$ cat config.mk
export PLATFORM = sky130hd
export DESIGN_NAME = fetch2_queue
export DESIGN_NICKNAME = d
export VERILOG_FILES = /design/src/rtl/fetch_pkg.sv /design/src/rtl/bundle_fifo.sv /design/src/rtl/fetch2_queue.sv
export SDC_FILE = /design/constraint.sdc
export NUM_CORES = 1
export LEC_CHECK = 0
export CORE_ASPECT_RATIO = 2
export CORE_MARGIN = 3
export CORE_UTILIZATION = 35
export DETAILED_ROUTE_END_ITERATION = 10
export GPL_ROUTABILITY_DRIVEN = 0
export GPL_TIMING_DRIVEN = 0
export PLACE_DENSITY = 0.58
export SYNTH_ARGS = -nofsm -noshare
export SYNTH_HDL_FRONTEND = slang
export SYNTH_SLANG_ARGS = --single-unit
$ cat constraint.sdc
create_clock -name clock_i -period 5.4 [get_ports clock_i]
set_clock_uncertainty 0.1 [all_clocks]
set_input_delay 1.08 -clock clock_i [delete_from_list [all_inputs] [get_ports clock_i]]
set_output_delay 1.08 -clock clock_i [all_outputs]
set_load 0.05 [all_outputs]
$ cat src/rtl/fetch_pkg.sv
// Shared widths and the fetch bundle layout used between fetch2 and its queue.
// A bundle entry packs {data, mask, pred, pc} with lane 0 in the most significant word.
package fetch_pkg;

    localparam int INST_W      = 32;
    localparam int PC_W        = 32;
    localparam int FETCH_LANES = 2;

    typedef struct packed {
        logic [FETCH_LANES*INST_W-1:0] data;
        logic [FETCH_LANES-1:0]        mask;
        logic [FETCH_LANES-1:0]        pred;
        logic [PC_W-1:0]               pc;
    } fetch_bundle_t;

    // Packed width of a bundle entry for an arbitrary lane count.
    function automatic int bundle_width(input int lanes);
        return lanes * INST_W + 2 * lanes + PC_W;
    endfunction

endpackage

$ cat src/rtl/bundle_fifo.sv
// Generic DEPTH x W first-word-fall-through FIFO with a synchronous clear.
// Clear and reset both win over push/pop; the storage array itself is never reset.
module bundle_fifo #(
    parameter int DEPTH = 4,
    parameter int W     = 8
) (
    input  logic                       clk,
    input  logic                       rst_n,
    input  logic                       clr,
    input  logic                       push,
    input  logic                       pop,
    input  logic [W-1:0]               wdata,
    output logic [W-1:0]               rdata,
    output logic [$clog2(DEPTH+1)-1:0] count,
    output logic                       full,
    output logic                       empty
);
    localparam int PTR_W = $clog2(DEPTH);
    localparam int CNT_W = $clog2(DEPTH + 1);

    logic [W-1:0]     mem [DEPTH];
    logic [PTR_W-1:0] rd_ptr;
    logic [PTR_W-1:0] wr_ptr;
    logic             do_push;
    logic             do_pop;

    assign full    = (count == CNT_W'(DEPTH));
    assign empty   = (count == '0);
    assign do_push = push & ~full & ~clr;
    assign do_pop  = pop & ~empty & ~clr;
    assign rdata   = mem[rd_ptr];

    always_ff @(posedge clk) begin
        if (!rst_n || clr) begin
            count  <= '0;
            rd_ptr <= '0;
            wr_ptr <= '0;
        end else begin
            if (do_push) wr_ptr <= wr_ptr + 1'b1;
            if (do_pop)  rd_ptr <= rd_ptr + 1'b1;
            if (do_push && !do_pop)
                count <= count + 1'b1;
            else if (do_pop && !do_push)
                count <= count - 1'b1;
        end
    end

    always_ff @(posedge clk) begin
        if (do_push) mem[wr_ptr] <= wdata;
    end

endmodule

$ cat src/rtl/fetch2_queue.sv
// Second fetch stage: buffers I-cache bundles, presents the head to decode with
// per-lane masking, and stretches branch flushes to FLUSH_CYCLES cycles.
module fetch2_queue
    import fetch_pkg::*;
#(
    parameter int LANES        = 2,
    parameter int DEPTH        = 4,
    parameter int FLUSH_CYCLES = 2
) (
    input  logic                    clock_i,
    input  logic                    reset_n_i,
    input  logic [LANES*INST_W-1:0] idata_i,
    input  logic                    ivalid_i,
    input  logic [LANES-1:0]        lane_mask_i,
    input  logic [LANES-1:0]        pred_i,
    input  logic [PC_W-1:0]         pc_i,
    input  logic                    branch_mispred_i,
    input  logic                    wasnt_branch_i,
    input  logic                    stall_i,
    output logic                    ready_o,
    output logic                    valid_o,
    output logic [LANES*INST_W-1:0] inst_o,
    output logic [LANES-1:0]        pred_o,
    output logic [LANES-1:0]        lane_valid_o,
    output logic [PC_W-1:0]         pc_o,
    output logic                    branch_flush_o
);
    localparam int ENTRY_W = bundle_width(LANES);
    localparam int FC_W    = $clog2(FLUSH_CYCLES + 1);
    localparam int CNT_W   = $clog2(DEPTH + 1);

    logic                    flush_req;
    logic [FC_W-1:0]         flush_cnt;
    logic                    push;
    logic                    pop;
    logic                    full;
    logic                    empty;
    logic [CNT_W-1:0]        count;
    logic [ENTRY_W-1:0]      wr_entry;
    logic [ENTRY_W-1:0]      head;
    logic [LANES*INST_W-1:0] head_data;
    logic [LANES-1:0]        head_mask;
    logic [LANES-1:0]        head_pred;
    logic [PC_W-1:0]         head_pc;

    assign flush_req = branch_mispred_i | wasnt_branch_i;

    // Down-counter: a new request reloads rather than extends the window.
    always_ff @(posedge clock_i) begin
        if (!reset_n_i)
            flush_cnt <= '0;
        else if (flush_req)
            flush_cnt <= FC_W'(FLUSH_CYCLES - 1);
        else if (flush_cnt != '0)
            flush_cnt <= flush_cnt - 1'b1;
    end

    // While in reset only the live request can raise the flush.
    assign branch_flush_o = flush_req | (reset_n_i & (flush_cnt != '0));
    assign ready_o        = reset_n_i & ~full;
    assign valid_o        = reset_n_i & ~empty & ~branch_flush_o;
    assign push           = ivalid_i & ready_o & ~branch_flush_o;
    assign pop            = valid_o & ~stall_i;
    assign wr_entry       = {idata_i, lane_mask_i, pred_i & lane_mask_i, pc_i};
    assign {head_data, head_mask, head_pred, head_pc} = head;

    bundle_fifo #(
        .DEPTH (DEPTH),
        .W     (ENTRY_W)
    ) u_fifo (
        .clk   (clock_i),
        .rst_n (reset_n_i),
        .clr   (flush_req),
        .push  (push),
        .pop   (pop),
        .wdata (wr_entry),
        .rdata (head),
        .count (count),
        .full  (full),
        .empty (empty)
    );

    assign lane_valid_o = valid_o ? head_mask : '0;
    assign pred_o       = lane_valid_o & head_pred;
    assign pc_o         = valid_o ? head_pc : '0;

    always_comb begin
        inst_o = '0;
        for (int k = 0; k < LANES; k++) begin
            if (lane_valid_o[k])
                inst_o[(LANES-k)*INST_W-1 -: INST_W] = head_data[(LANES-k)*INST_W-1 -: INST_W];
        end
    end

endmodule
Yosys cells after proc, flatten, opt, wreduce, memory -nomap -nowiden --
Memory sizes are Yosys's and may differ from the RTL's. A register that Yosys moved wholly into a read port is not among the register bits. Index checks and enable logic that the tools add are counted.
Word-level totals: bits in registers 9, memories 1, RAM bits 400, output and inout port bits 103
Memories:
- u_fifo.mem | depth 4, bits a word 100, rd ports 1, clocked after memory_dff 1, write ports 1, RTL line bundle_fifo.sv:21 | logic [W-1:0] mem [DEPTH];
Cells by class: bitwise operators 21, mux-type cells 12, reduce and logical (&&, ||, !) cells 11, add/sub/neg operators 5, equal/unequal tests 1
Operators with widths (number):
- 2-to-1 mux 32 bit | 3
- AND 1 bit | 11
- 2-to-1 mux 2 bit | 3
- 2-to-1 mux 3 bit | 2
- inverter 1 bit | 6
- nonzero test 2 bit | 3
- adder 2 x 1 -> 2 bit (second input constant) | 2
- AND 2 bit | 2
- 2-to-1 mux 1 bit | 4
- adder 3 x 1 -> 3 bit (second input constant) | 1
- equality test 3 bit (second input constant) | 1
- zero test 1 bit | 3
- zero test 3 bit | 1
- subtractor 3 x 1 -> 3 bit (second input constant) | 1
- logical AND 1 bit | 2
- OR 1 bit | 2
- OR reduction 2 bit | 1
- subtractor 2 x 1 -> 2 bit (second input constant) | 1
- logical OR 1 bit | 1

Logic depth before layout (Yosys ltp) --
Gate-level depths: netlist (run 1).
depth in word-level cells 11, depth in mapped cells 11, mapped depth without buffers 11

Modules after synthesis --
From an unflattened synthesis (run 1), not the netlist that was laid out.
Second synthesis, totals: cell total of the unflattened synthesis 793, area total of the unflattened synthesis 16533.4 µm²
By module, submodules not included:
- bundle_fifo | instances 1, area an instance 15309.7 µm², cells an instance 576
- fetch2_queue | instances 1, area an instance 1223.7 µm², cells an instance 217

Worst setup path before layout (run 1) --
OpenSTA, ideal clock, no wires.
path kind input to register, start point input port reset_n_i, end point memory u_fifo.mem[0][0] (netlist bit), enable pin, cell stages on the path 3, buffers on the path 0, arrival 4022 ps, path slack 808 ps, setup time 470 ps, cells stage by stage o31ai_1 inv_1 and3_1
RTL lines:
- start, declared | RTL line fetch2_queue.sv:11 | input logic reset_n_i,
- AND 1 bit | RTL line fetch2_queue.sv:60 | assign ready_o = reset_n_i & ~full;
- net ready_o | RTL line fetch2_queue.sv:20 | output logic ready_o,
- AND 1 bit (2 in series) | RTL line fetch2_queue.sv:62 | assign push = ivalid_i & ready_o & ~branch_flush_o;
- AND 1 bit (2 in series) | RTL line bundle_fifo.sv:29 | assign do_push = push & ~full & ~clr;
- 2-to-1 mux 1 bit | RTL line bundle_fifo.sv:49 | if (do_push) mem[wr_ptr] <= wdata;
- 2-to-1 mux 1 bit (implied by the code) | RTL line bundle_fifo.sv:49
- end, declared | RTL line bundle_fifo.sv:21
The timed path passes the listed nets, and every way through them passes these cells.

Worst setup path after layout (run 1) --
start point input port reset_n_i, end point output port inst_o[22]
On the way: longest elaborated chain between the ends 6
Ends and longest elaborated chain:
- AND 1 bit | RTL line fetch2_queue.sv:59 | assign branch_flush_o = flush_req | (reset_n_i & (flush_cnt != '0));
- OR 1 bit | RTL line fetch2_queue.sv:59
- inverter 1 bit | RTL line fetch2_queue.sv:61 | assign valid_o = reset_n_i & ~empty & ~branch_flush_o;
- AND 1 bit * | RTL line fetch2_queue.sv:61
- 2-to-1 mux 2 bit * | RTL line fetch2_queue.sv:83 | assign lane_valid_o = valid_o ? head_mask : '0;
- 2-to-1 mux 32 bit * | RTL line fetch2_queue.sv:90 | if (lane_valid_o[k])
- end, declared | RTL line fetch2_queue.sv:22 | output logic [LANES*INST_W-1:0] inst_o,
Mark *: on every way between the ends. The rest lies on a longest branch, timed or not.

==> results of run 1 <==
[cell type report]
type,instances,share of cell area [%]
diodes,6,0.0756
plain buffers,40,0.976
clock buffers,47,5.06
clock inverters,20,0.535
inverters,9,0.170
multi-input cells,250,16.3
flip-flops and latches,411,61.6
well taps,555,3.50
repair buffers,216,11.8
[cells in the mapped netlist]
cell | n | area [sq um]
and3_1 | 71 | 444
and2_1 | 34 | 213
buf_2 | 20 | 100
mux2i_1 | 1 | 10.0
xor2_1 | 3 | 26.3
edfxtp_1 | 400 | 12000
buf_6 | 1 | 11.3
or3_1 | 1 | 6.26
ha_1 | 6 | 75.1
mux4_2 | 100 | 2250
nand2b_1 | 1 | 6.26
a21boi_0 | 1 | 7.51
xnor2_1 | 2 | 17.5
a21oi_1 | 3 | 15.0
or3b_1 | 1 | 8.76
inv_1 | 9 | 33.8
buf_4 | 3 | 22.5
o31ai_1 | 2 | 15.0
nand3_1 | 4 | 20.0
dfxtp_1 | 11 | 220
fa_1 | 1 | 20.0
nand2_1 | 3 | 11.3
nor2b_1 | 1 | 6.26
clkbuf_1 | 16 | 60.1
nor3_2 | 1 | 10.0
nor4b_1 | 1 | 8.76
nor3_1 | 2 | 10.0
nor2_1 | 9 | 33.8
o21ai_0 | 2 | 10.0
[flip-flops by register name (all words and copies together), names as in the netlist, named ones only]
register       cells
u_fifo.rd_ptr      2
u_fifo.mem       400
u_fifo.count       3
flush_cnt          2
u_fifo.wr_ptr      2
[logic make-up (layout without fill, tap and decap cells)]
group	count (synthesis)	in the layout
buffers and inverters	49	332
AOI/OAI and AO/OA	8	8
muxes	101	101
DFF	411	411
xor gates and xnor gates	5	5
and+or+nand+nor	129	129
adders and majority gates	7	7
other	0	6
[where the power goes]
group | internal, mW | total (mW) | switching, mW
clock network | 1.33 | 2.44 | 1.11
logic | 0.0893 | 0.160 | 0.0705
registers | 3.51 | 3.51 | 0.00343
[metal layers]
metal	global-route usage (%)	wire [um]	up-vias	part of all wire (%)
met1	17.5	13100	3978	37
met4	5.01	782	0	2.2
met3	3.22	1970	48	5.6
met5	0	0	-	0
li1	-	-	3453	-
met2	27.0	19600	208	55
[worst max path at each step]
stage | start | to | depth (start not counted)
floorplan | reset_n_i | u_fifo.mem[0][0] | 3
global placement | wasnt_branch_i | u_fifo.mem[0][21] | 4
detailed placement | reset_n_i | inst_o[53] | 8
CTS | reset_n_i | inst_o[28] | 8
global route | reset_n_i | inst_o[22] | 8
finish | reset_n_i | inst_o[22] | 8
[critical path, delay by kind of cell]
| family | cells | cell delay, ps |
|---|---|---|
| and+or+nand+nor | 3 | 800 |
| buffers and inverters | 5 | 2140 |
[stage by stage]
stage	setup TNS [ps]	utilization [%]	power, mW
finish	0	45.0	6.12
floorplan	0	-	3.62
detailed placement	-49.4	42.3	3.74
global placement	-780480	41.8	3.74
global route	0	45.0	6.33
CTS	0	44.8	6.19
[what timing repair did]
action	in CTS	in global routing
resized for setup	6	18
setup endpoints to repair	6	18
gates cloned	0	0
endpoints found under the hold margin	0	0
==> run summary, run 1 <==
Status: finished, final reports clean
Post-Synth XOR/XNOR Area: 0.279%
Syn_nets: 823
Post-CTS setup repair buffer count: 0
Max Cap Violations: 0
RSZ-0062 raised after global routing: no
Die Span Y: 305 um
Syn Inst Count: 710
DR iter-0 viols: 396
Initial antenna violation count: 8
Commonest non-fill, non-tap cell in the layout: edfxtp_1
Vias in the first global route: 8471
Mapped Area: 15700 sq um
Arrival @ worst endpoint: 4030 ps
H-tree levels: 2
Syn avg cell area: 22.1 sq um
CTS root buffer: clkbuf_16
VDD IR max: 0.262 mV
Vias per inst: 4.95
Starting Density: 35.5%
Final Max Tran Viols: 0
Worst r2r dst: u_fifo.count[2]
Fin crit share: 96.5%
Clk_lat worst skew: 520 ps
Clock transition at the registers of the reported paths: 70 ps
WL final: 35500 um
Longest Clk Path Bufs: 3
Crit path largest cell delay: 820 ps
Worst-margin pin slew: 814 ps
Dpl ws: -19.9 ps
PnR worst setup slack: 187 ps
Clock sink count: 411
Post-synthesis register bit count: 411
Register area: 12200 sq um
Routed Antenna Nets: 0
Yosys warning count: 0
Vias: 7687
Slowest CP cell: clkdlybuf4s50_1
PD cells: 308 nW/um^2
DRC Markers: 0
CTS tree: yes
Hold Path End: flush_cnt[1]
Final Critical Period: 5210 ps
Final hold viol count: 0
Area grow syn2layout: 26.7%
Area of the multi-input gates: 3250 sq um
# rows: 109
Hold Path Depth: 2
Largest family of logic cells by synthesized area: multiplexers
Layout fillers: 3856
Kind of critical path: in -> out
Leak pwr: 6.77 nW
Hold Buf Count CTS: 0
FF-to-FF path depth: 11
Final setup violation count: 0
Post-synthesis mux area share: 14.4%
Hold WS: 391 ps
Routed wire length per instance: 22.8 um
Largest net degree at the start of global routing: 51
Worst-path maximum fanout: 10
Worst setup EP type: output port
Die width: 156 um
Min-delay src: flush_cnt[1]
Reg2reg setup slack: 2900 ps
Highest clock rate: 192 MHz
GRT Overall Usage: 14.9%
Seq/Total Area, Yosys: 78.0%
Global-route wire length before repair: 53400 um
Distinct cells, synth: 29
Startpoint Class: input port
Drt pass-1 iters: 4
Post-route design area: 19900 sq um
Worst Hold Class: reg -> reg
Layout net count: 1078
Crit path required time: 4220 ps
CP cell instances: clkdlybuf4s50_1, or3b_1, buf_4, nor3_2, buf_4, buf_2, and3_1, clkdlybuf4s50_1
Die ar.: 47500 sq um
Synth Area in Simple Gates: 4.96%
Port Buffers: 208
IO Count: 209
Synth Area in Adders: 0.606%
DP Cell Count: 1481
Post-synthesis compound-gate area fraction: 0.303%
Reg2reg start: flush_cnt[0]
Commonest non-fill, non-tap cells in the layout: 400 x edfxtp_1, 184 x clkdlybuf4s50_1, 100 x mux4_2
Final Non-Filler Cells: 1554
Cts bufs inserted: 37
Core area: 44200 sq um
Post-DP HPWL: 23200 um
Grt ovf: 0
Rel. slew slack: 45.7%
Area post-placement: 18700 sq um
Share of layout cells above drive strength 1: 18.9%
(Power assumes the default switching activity.)
==> inputs of run 2 (changes only) <==
--- a/config.mk
+++ b/config.mk
@@ -5,6 +5,7 @@
 export SDC_FILE = /design/constraint.sdc
 export NUM_CORES = 1
 export LEC_CHECK = 0
+export ABC_CLOCK_PERIOD_IN_PS = 5400
 export CORE_ASPECT_RATIO = 2
 export CORE_MARGIN = 3
 export CORE_UTILIZATION = 35
@@ -12,6 +13,7 @@
 export GPL_ROUTABILITY_DRIVEN = 0
 export GPL_TIMING_DRIVEN = 0
 export PLACE_DENSITY = 0.58
+export SLEW_MARGIN = 20
 export SYNTH_ARGS = -nofsm -noshare
 export SYNTH_HDL_FRONTEND = slang
 export SYNTH_SLANG_ARGS = --single-unit
==> run 2 against run 1 <==
Effect of this change:
- sequential share of layout area shrank 0.19 points
- maximum frequency is 0.45% lower
- global-route usage increased by 0.13 points
- design area up 0.30%
- via count is 0.64% higher
==> run summary, run 2 (synthesis gave the netlist of run 1 again) <==
Fin crit share: 97.0% (+0.44 points)
DRC Markers: 0 (unchanged)
Final Critical Period: 5240 ps (+23.5 ps)
Arrival @ worst endpoint: 4060 ps (+30 ps)
Final setup violation count: 0 (unchanged)
# rows: 109 (unchanged)
CTS root buffer: clkbuf_16
Hold Path Depth: 2 (unchanged)
WL final: 35700 um (+0.63%)
Share of layout cells above drive strength 1: 18.9% (-0.038 points)
Startpoint Class: input port
Final setup TNS: 0 ps (unchanged)
GRT Overall Usage: 15.1% (+0.13 points)
Vias per inst: 4.98 (+0.70%)
Initial antenna violation count: 3 (-5)
Port Buffers: 208 (unchanged)
Leak pwr: 6.83 nW (+0.78%)
DP Cell Count: 1482 (+0.068%)
Routed wire length per instance: 23.0 um (+0.69%)
Crit path capture: inst_o[48]
Drt pass-1 iters: 6 (+2)
IO Count: 209 (unchanged)
Worst r2r dst: u_fifo.mem[2][99]
VDD IR max: 0.284 mV (+8.3%)
Rel. slew slack: 45.4% (-0.26 points)
Max reg flops: 400 (unchanged)
DR iter-0 viols: 331 (-16%)
Cts bufs inserted: 38 (+2.7%)
Layout net count: 1080 (+0.19%)
H-tree levels: 2 (unchanged)
Vias: 7736 (+0.64%)
Reg2reg setup slack: 2860 ps (-40 ps)
Grt ovf: 0 (unchanged)
Reg with most FFs: u_fifo.mem
Largest net degree at the start of global routing: 42 (-18%)
Final hold viol count: 0 (unchanged)
Biggest regs: u_fifo.mem: 400 flops, u_fifo.count: 3 flops
Hold Buf Count CTS: 0 (unchanged)
Clk_lat worst skew: 520 ps (about the same)
Die width: 156 um (unchanged)
Commonest non-fill, non-tap cell in the layout: edfxtp_1
Max Cap Violations: 0 (unchanged)
Reg2reg start: flush_cnt[0]
Dpl ws: -8.50 ps (+11.4 ps)
Clock sink count: 411 (unchanged)
Commonest non-fill, non-tap cells in the layout: 400 x edfxtp_1, 186 x clkdlybuf4s50_1, 100 x mux4_2
CTS tree: yes
Highest clock rate: 191 MHz (-0.45%)
Starting Density: 35.5% (unchanged)
Post-DP HPWL: 23400 um (+1.1%)
Die Span Y: 305 um (unchanged)
Longest Clk Path Bufs: 3 (unchanged)
Worst Setup SP: reset_n_i
Clock transition at the registers of the reported paths: 60 ps (about the same)
Worst setup EP type: output port
Area grow syn2layout: 27.0%
Core area: 44200 sq um (unchanged)
FF-to-FF path depth: 6 (-5)
Kind of critical path: in -> out
Die ar.: 47500 sq um (unchanged)
PD cells: 312 nW/um^2 (+1.4%)
Post-CTS setup repair buffer count: 0 (unchanged)
Worst-path maximum fanout: 10 (unchanged)
Worst Hold Class: reg -> reg
Routed Antenna Nets: 0 (unchanged)
Global-route wire length before repair: 54000 um (+0.98%)
Crit path required time: 4220 ps (about the same)
Vias in the first global route: 8535 (+0.76%)
Worst-margin pin slew: 818 ps (+3.91 ps)
Final Max Tran Viols: 0 (unchanged)
PnR worst setup slack: 163 ps (-23.5 ps)
Final Non-Filler Cells: 1553 (-0.064%)
RSZ-0062 raised after global routing: no
Status: finished, final reports clean
[run 2: changes by cell type in the layout (fill, tap and decap cells not counted), sizes merged]
cell and delta:
clkbuf +1, diode -3, inv -1, buf +1
dlymetal6s2s +3, dlygate4sd2 -5, bufinv +1, clkdlybuf4s50 +2
[run 2: how the worst min path moves through the flow]
stage / startpoint / to / slack [ps]
floorplan: flush_cnt[1] / flush_cnt[1] / 350
global placement: flush_cnt[1] / flush_cnt[1] / 370
detailed placement: flush_cnt[1] / flush_cnt[1] / 370
CTS: flush_cnt[1] / flush_cnt[1] / 390
global route: flush_cnt[1] / flush_cnt[1] / 410
finish: flush_cnt[1] / flush_cnt[1] / 390
[run 2: stage by stage]
step / area, sq um / util [%] / hold slack, ps / power [mW]
after floorplan: 15700 / - / 354 / 3.62
after global placement: 18500 / 41.8 / 366 / 3.74
after detailed placement: 18700 / 42.3 / 375 / 3.74
after CTS: 19900 / 45.0 / 390 / 6.31
after global routing: 19900 / 45.1 / 405 / 6.44
final: 19900 / 45.1 / 389 / 6.22
[run 2: area by class of cell]
class                   count  area, sq um
fillers                  3869        24300
clock buffers              48         1050
flip-flops and latches    411        12200
multi-input cells         250         3250
repair buffers            217         2340
diodes                      3         7.51
well taps                 555          694
inverters                   9         33.8
clock inverters            20          124
plain buffers              40          194
[run 2: routing by layer]
| metal | part of all wire (%) | global-route usage, % | vias up |
|---|---|---|---|
| met5 | 0 | 0 | - |
| met4 | 2.2 | 4.56 | 0 |
| met3 | 5.5 | 3.30 | 50 |
| met2 | 56 | 27.5 | 196 |
| met1 | 37 | 17.6 | 4039 |
| li1 | - | - | 3451 |
[run 2: worst max-delay path: stages]
cell             delay, ps
clkdlybuf4s50_1        580
or3b_1                 360
buf_4                  180
nor3_2                 190
buf_4                  290
buf_2                  320
and3_1                 220
clkdlybuf4s50_1        800
[run 2: power breakdown]
group,internal (mW),switching [mW]
Sequential,3.51,0.00343
Clock,1.43,1.12
Combinational,0.0890,0.0710
[run 2: what timing repair did]
action / CTS / global route
cloned: 0 / 0
endpoints found under the setup margin: 1 / 21
gates resized for setup: 1 / 21
pin swaps: 0 / 0
==> inputs of run 3 (changes only) <==
--- a/config.mk
+++ b/config.mk
@@ -5,14 +5,14 @@
 export SDC_FILE = /design/constraint.sdc
 export NUM_CORES = 1
 export LEC_CHECK = 0
-export ABC_CLOCK_PERIOD_IN_PS = 5400
+export ABC_CLOCK_PERIOD_IN_PS = 6100
 export CORE_ASPECT_RATIO = 2
 export CORE_MARGIN = 3
-export CORE_UTILIZATION = 35
+export CORE_UTILIZATION = 50
 export DETAILED_ROUTE_END_ITERATION = 10
 export GPL_ROUTABILITY_DRIVEN = 0
 export GPL_TIMING_DRIVEN = 0
-export PLACE_DENSITY = 0.58
+export PLACE_DENSITY = 0.77
 export SLEW_MARGIN = 20
 export SYNTH_ARGS = -nofsm -noshare
 export SYNTH_HDL_FRONTEND = slang
==> constraint.sdc (replaced) <==
create_clock -name clock_i -period 6.1 [get_ports clock_i]
set_clock_uncertainty 0.1 [all_clocks]
set_input_delay 1.22 -clock clock_i [delete_from_list [all_inputs] [get_ports clock_i]]
set_output_delay 1.22 -clock clock_i [all_outputs]
set_load 0.05 [all_outputs]
==> run 3 against run 2 <==
Effect of this change:
- critical path depth did not move
- via count rose by 0.23%
- core utilization rose by 18 points
- sequential power fell by 11%
- final cell count fell by 9.3%
- hold slack improved by 30 ps
- global-route usage rose by 4.5 points
- critical endpoint is now inst_o[55]
- largest power group unchanged
- highest routed layer is now met5
==> run summary, run 3 (synthesis gave the netlist of run 1 again) <==
Global-route wire length before repair: 50200 um (-6.9%)
Final Critical Period: 5490 ps
Die width: 131 um (-16%)
Dpl ws: 564 ps (+572 ps)
Routed Antenna Nets: 0 (unchanged)
Final Max Tran Viols: 0 (unchanged)
Slowest CP cell: clkdlybuf4s50_1
Routed wire length per instance: 23.3 um (+1.2%)
Vias: 7754 (+0.23%)
Die Span Y: 256 um (-16%)
Crit-path leading delay family: buffers and inverters
Total power: 5.34 mW (-14%)
Max reg flops: 400 (unchanged)
GRT Overall Usage: 19.6% (+4.5 points)
IO Count: 209 (unchanged)
CTS root buffer: clkbuf_16
Commonest non-fill, non-tap cells in the layout: 400 x edfxtp_1, 208 x clkdlybuf4s50_1, 100 x mux4_2
Final hold viol count: 0 (unchanged)
DRC Markers: 0 (unchanged)
H-tree levels: 2 (unchanged)
Startpoint Class: input port
Crit path required time: 4780 ps (+560 ps)
PD cells: 273 nW/um^2 (-13%)
Fin crit share: 90.0%
Core area: 30900 sq um (-30%)
Rel. slew slack: 51.9% (+6.4 points)
Layout fillers: 2106 (-46%)
VDD IR max: 0.247 mV (-13%)
Clock transition at the registers of the reported paths: 60 ps (about the same)
Worst path bufs/invs: 5 (unchanged)
CTS tree: yes
Clk_lat worst skew: 510 ps (about the same)
Worst Hold Class: reg -> reg
Port Buffers: 208 (unchanged)
Worst-path maximum fanout: 10 (unchanged)
Cts bufs inserted: 35 (-7.9%)
Area of the multi-input gates: 3250 sq um (unchanged)
Longest Clk Path Bufs: 3 (unchanged)
Vias in the first global route: 8455 (-0.94%)
Arrival @ worst endpoint: 4170 ps (+110 ps)
Worst-margin pin slew: 722 ps (-96.4 ps)
RSZ-0062 raised after global routing: no
Area grow syn2layout: 24.7%
# rows: 91 (-17%)
Final setup TNS: 0 ps (unchanged)
Grt ovf: 0 (unchanged)
Clock sink count: 411 (unchanged)
CP cell instances: clkdlybuf4s50_1, or3b_1, buf_4, nor3_2, buf_4, buf_2, and3_1, clkdlybuf4s50_1
Reg with most FFs: u_fifo.mem
Highest clock rate: 182 MHz
Status: finished, final reports clean
Post-CTS Resized: 0 (-1)
Commonest non-fill, non-tap cell in the layout: edfxtp_1
Final setup violation count: 0 (unchanged)
Die ar.: 33700 sq um (-29%)
Worst setup EP type: output port
Hold Buf Count CTS: 0 (unchanged)
Initial antenna violation count: 4 (+1)
Post-DP HPWL: 21900 um (-6.4%)
Register area: 12200 sq um (unchanged)
Biggest regs: u_fifo.mem: 400 flops, u_fifo.count: 3 flops
Layout net count: 1076 (-0.37%)
Drt pass-1 iters: 5 (-1)
Post-layout util: 63.4% (+18 points)
Starting Density: 50.8% (+15 points)
Leak pwr: 6.36 nW (-6.8%)
Largest net degree at the start of global routing: 44 (+4.8%)
Crit path largest cell delay: 840 ps (+40 ps)
Share of layout cells above drive strength 1: 18.6% (-0.25 points)
Kind of critical path: in -> out
Vias per inst: 5.51 (+11%)
Max Cap Violations: 0 (unchanged)
PnR worst setup slack: 607 ps (+444 ps)
Post-CTS setup repair buffer count: 0 (unchanged)
DR iter-0 viols: 473 (+43%)
WL final: 32700 um (-8.2%)
## run 3: metal layers
| layer | GRT usage [%] | part of all wire (%) |
|---|---|---|
| met1 | 21.8 | 35 |
| met2 | 36.8 | 57 |
| met3 | 3.65 | 4.8 |
| met4 | 7.89 | 3.4 |
| met5 | 0 | 0.027 |
## run 3: cell type report
class / instances / share of cell area, %
Clock inverter: 16 / 0.550
Inverter: 9 / 0.173
Buffer: 40 / 0.992
Antenna cell: 3 / 0.0384
Tap cell: 418 / 2.67
Multi-Input combinational cell: 250 / 16.6
Sequential cell: 411 / 62.5
Timing Repair Buffer: 216 / 11.5
Clock buffer: 45 / 4.89
## run 3: power by group
group / internal (mW) / switching (mW) / total, mW / leakage, nW
combinational: 0.0788 / 0.0613 / 0.140 / 2.15
clock: 1.15 / 0.934 / 2.09 / 0.521
sequential: 3.11 / 0.00323 / 3.11 / 3.69
total: 4.34 / 0.999 / 5.34 / 6.36
## run 3: path summary, 6_finish.rpt
path	slack (ps)	from	depth (start not counted)	endpoint
min reg2reg	420	flush_cnt[1]	2	flush_cnt[1]
min	420	flush_cnt[1]	2	flush_cnt[1]
max reg2reg	3520	flush_cnt[0]	11	u_fifo.count[2]
max	610	reset_n_i	8	inst_o[55]
## run 3: through the flow
step	hold WS, ps	cell area, sq um	cells
2_1_floorplan	354	15700	710
3_3_place_gp	367	18300	1336
3_5_place_dp	411	18500	1344
4_1_cts	427	19600	1405
5_1_grt	457	19600	1408
6_report	419	19600	1408
## run 3: tightest hold or removal path: stages, from the launching register on
cell	delay, ps
dfxtp_1	340
a21oi_1	70
nor2_1	80
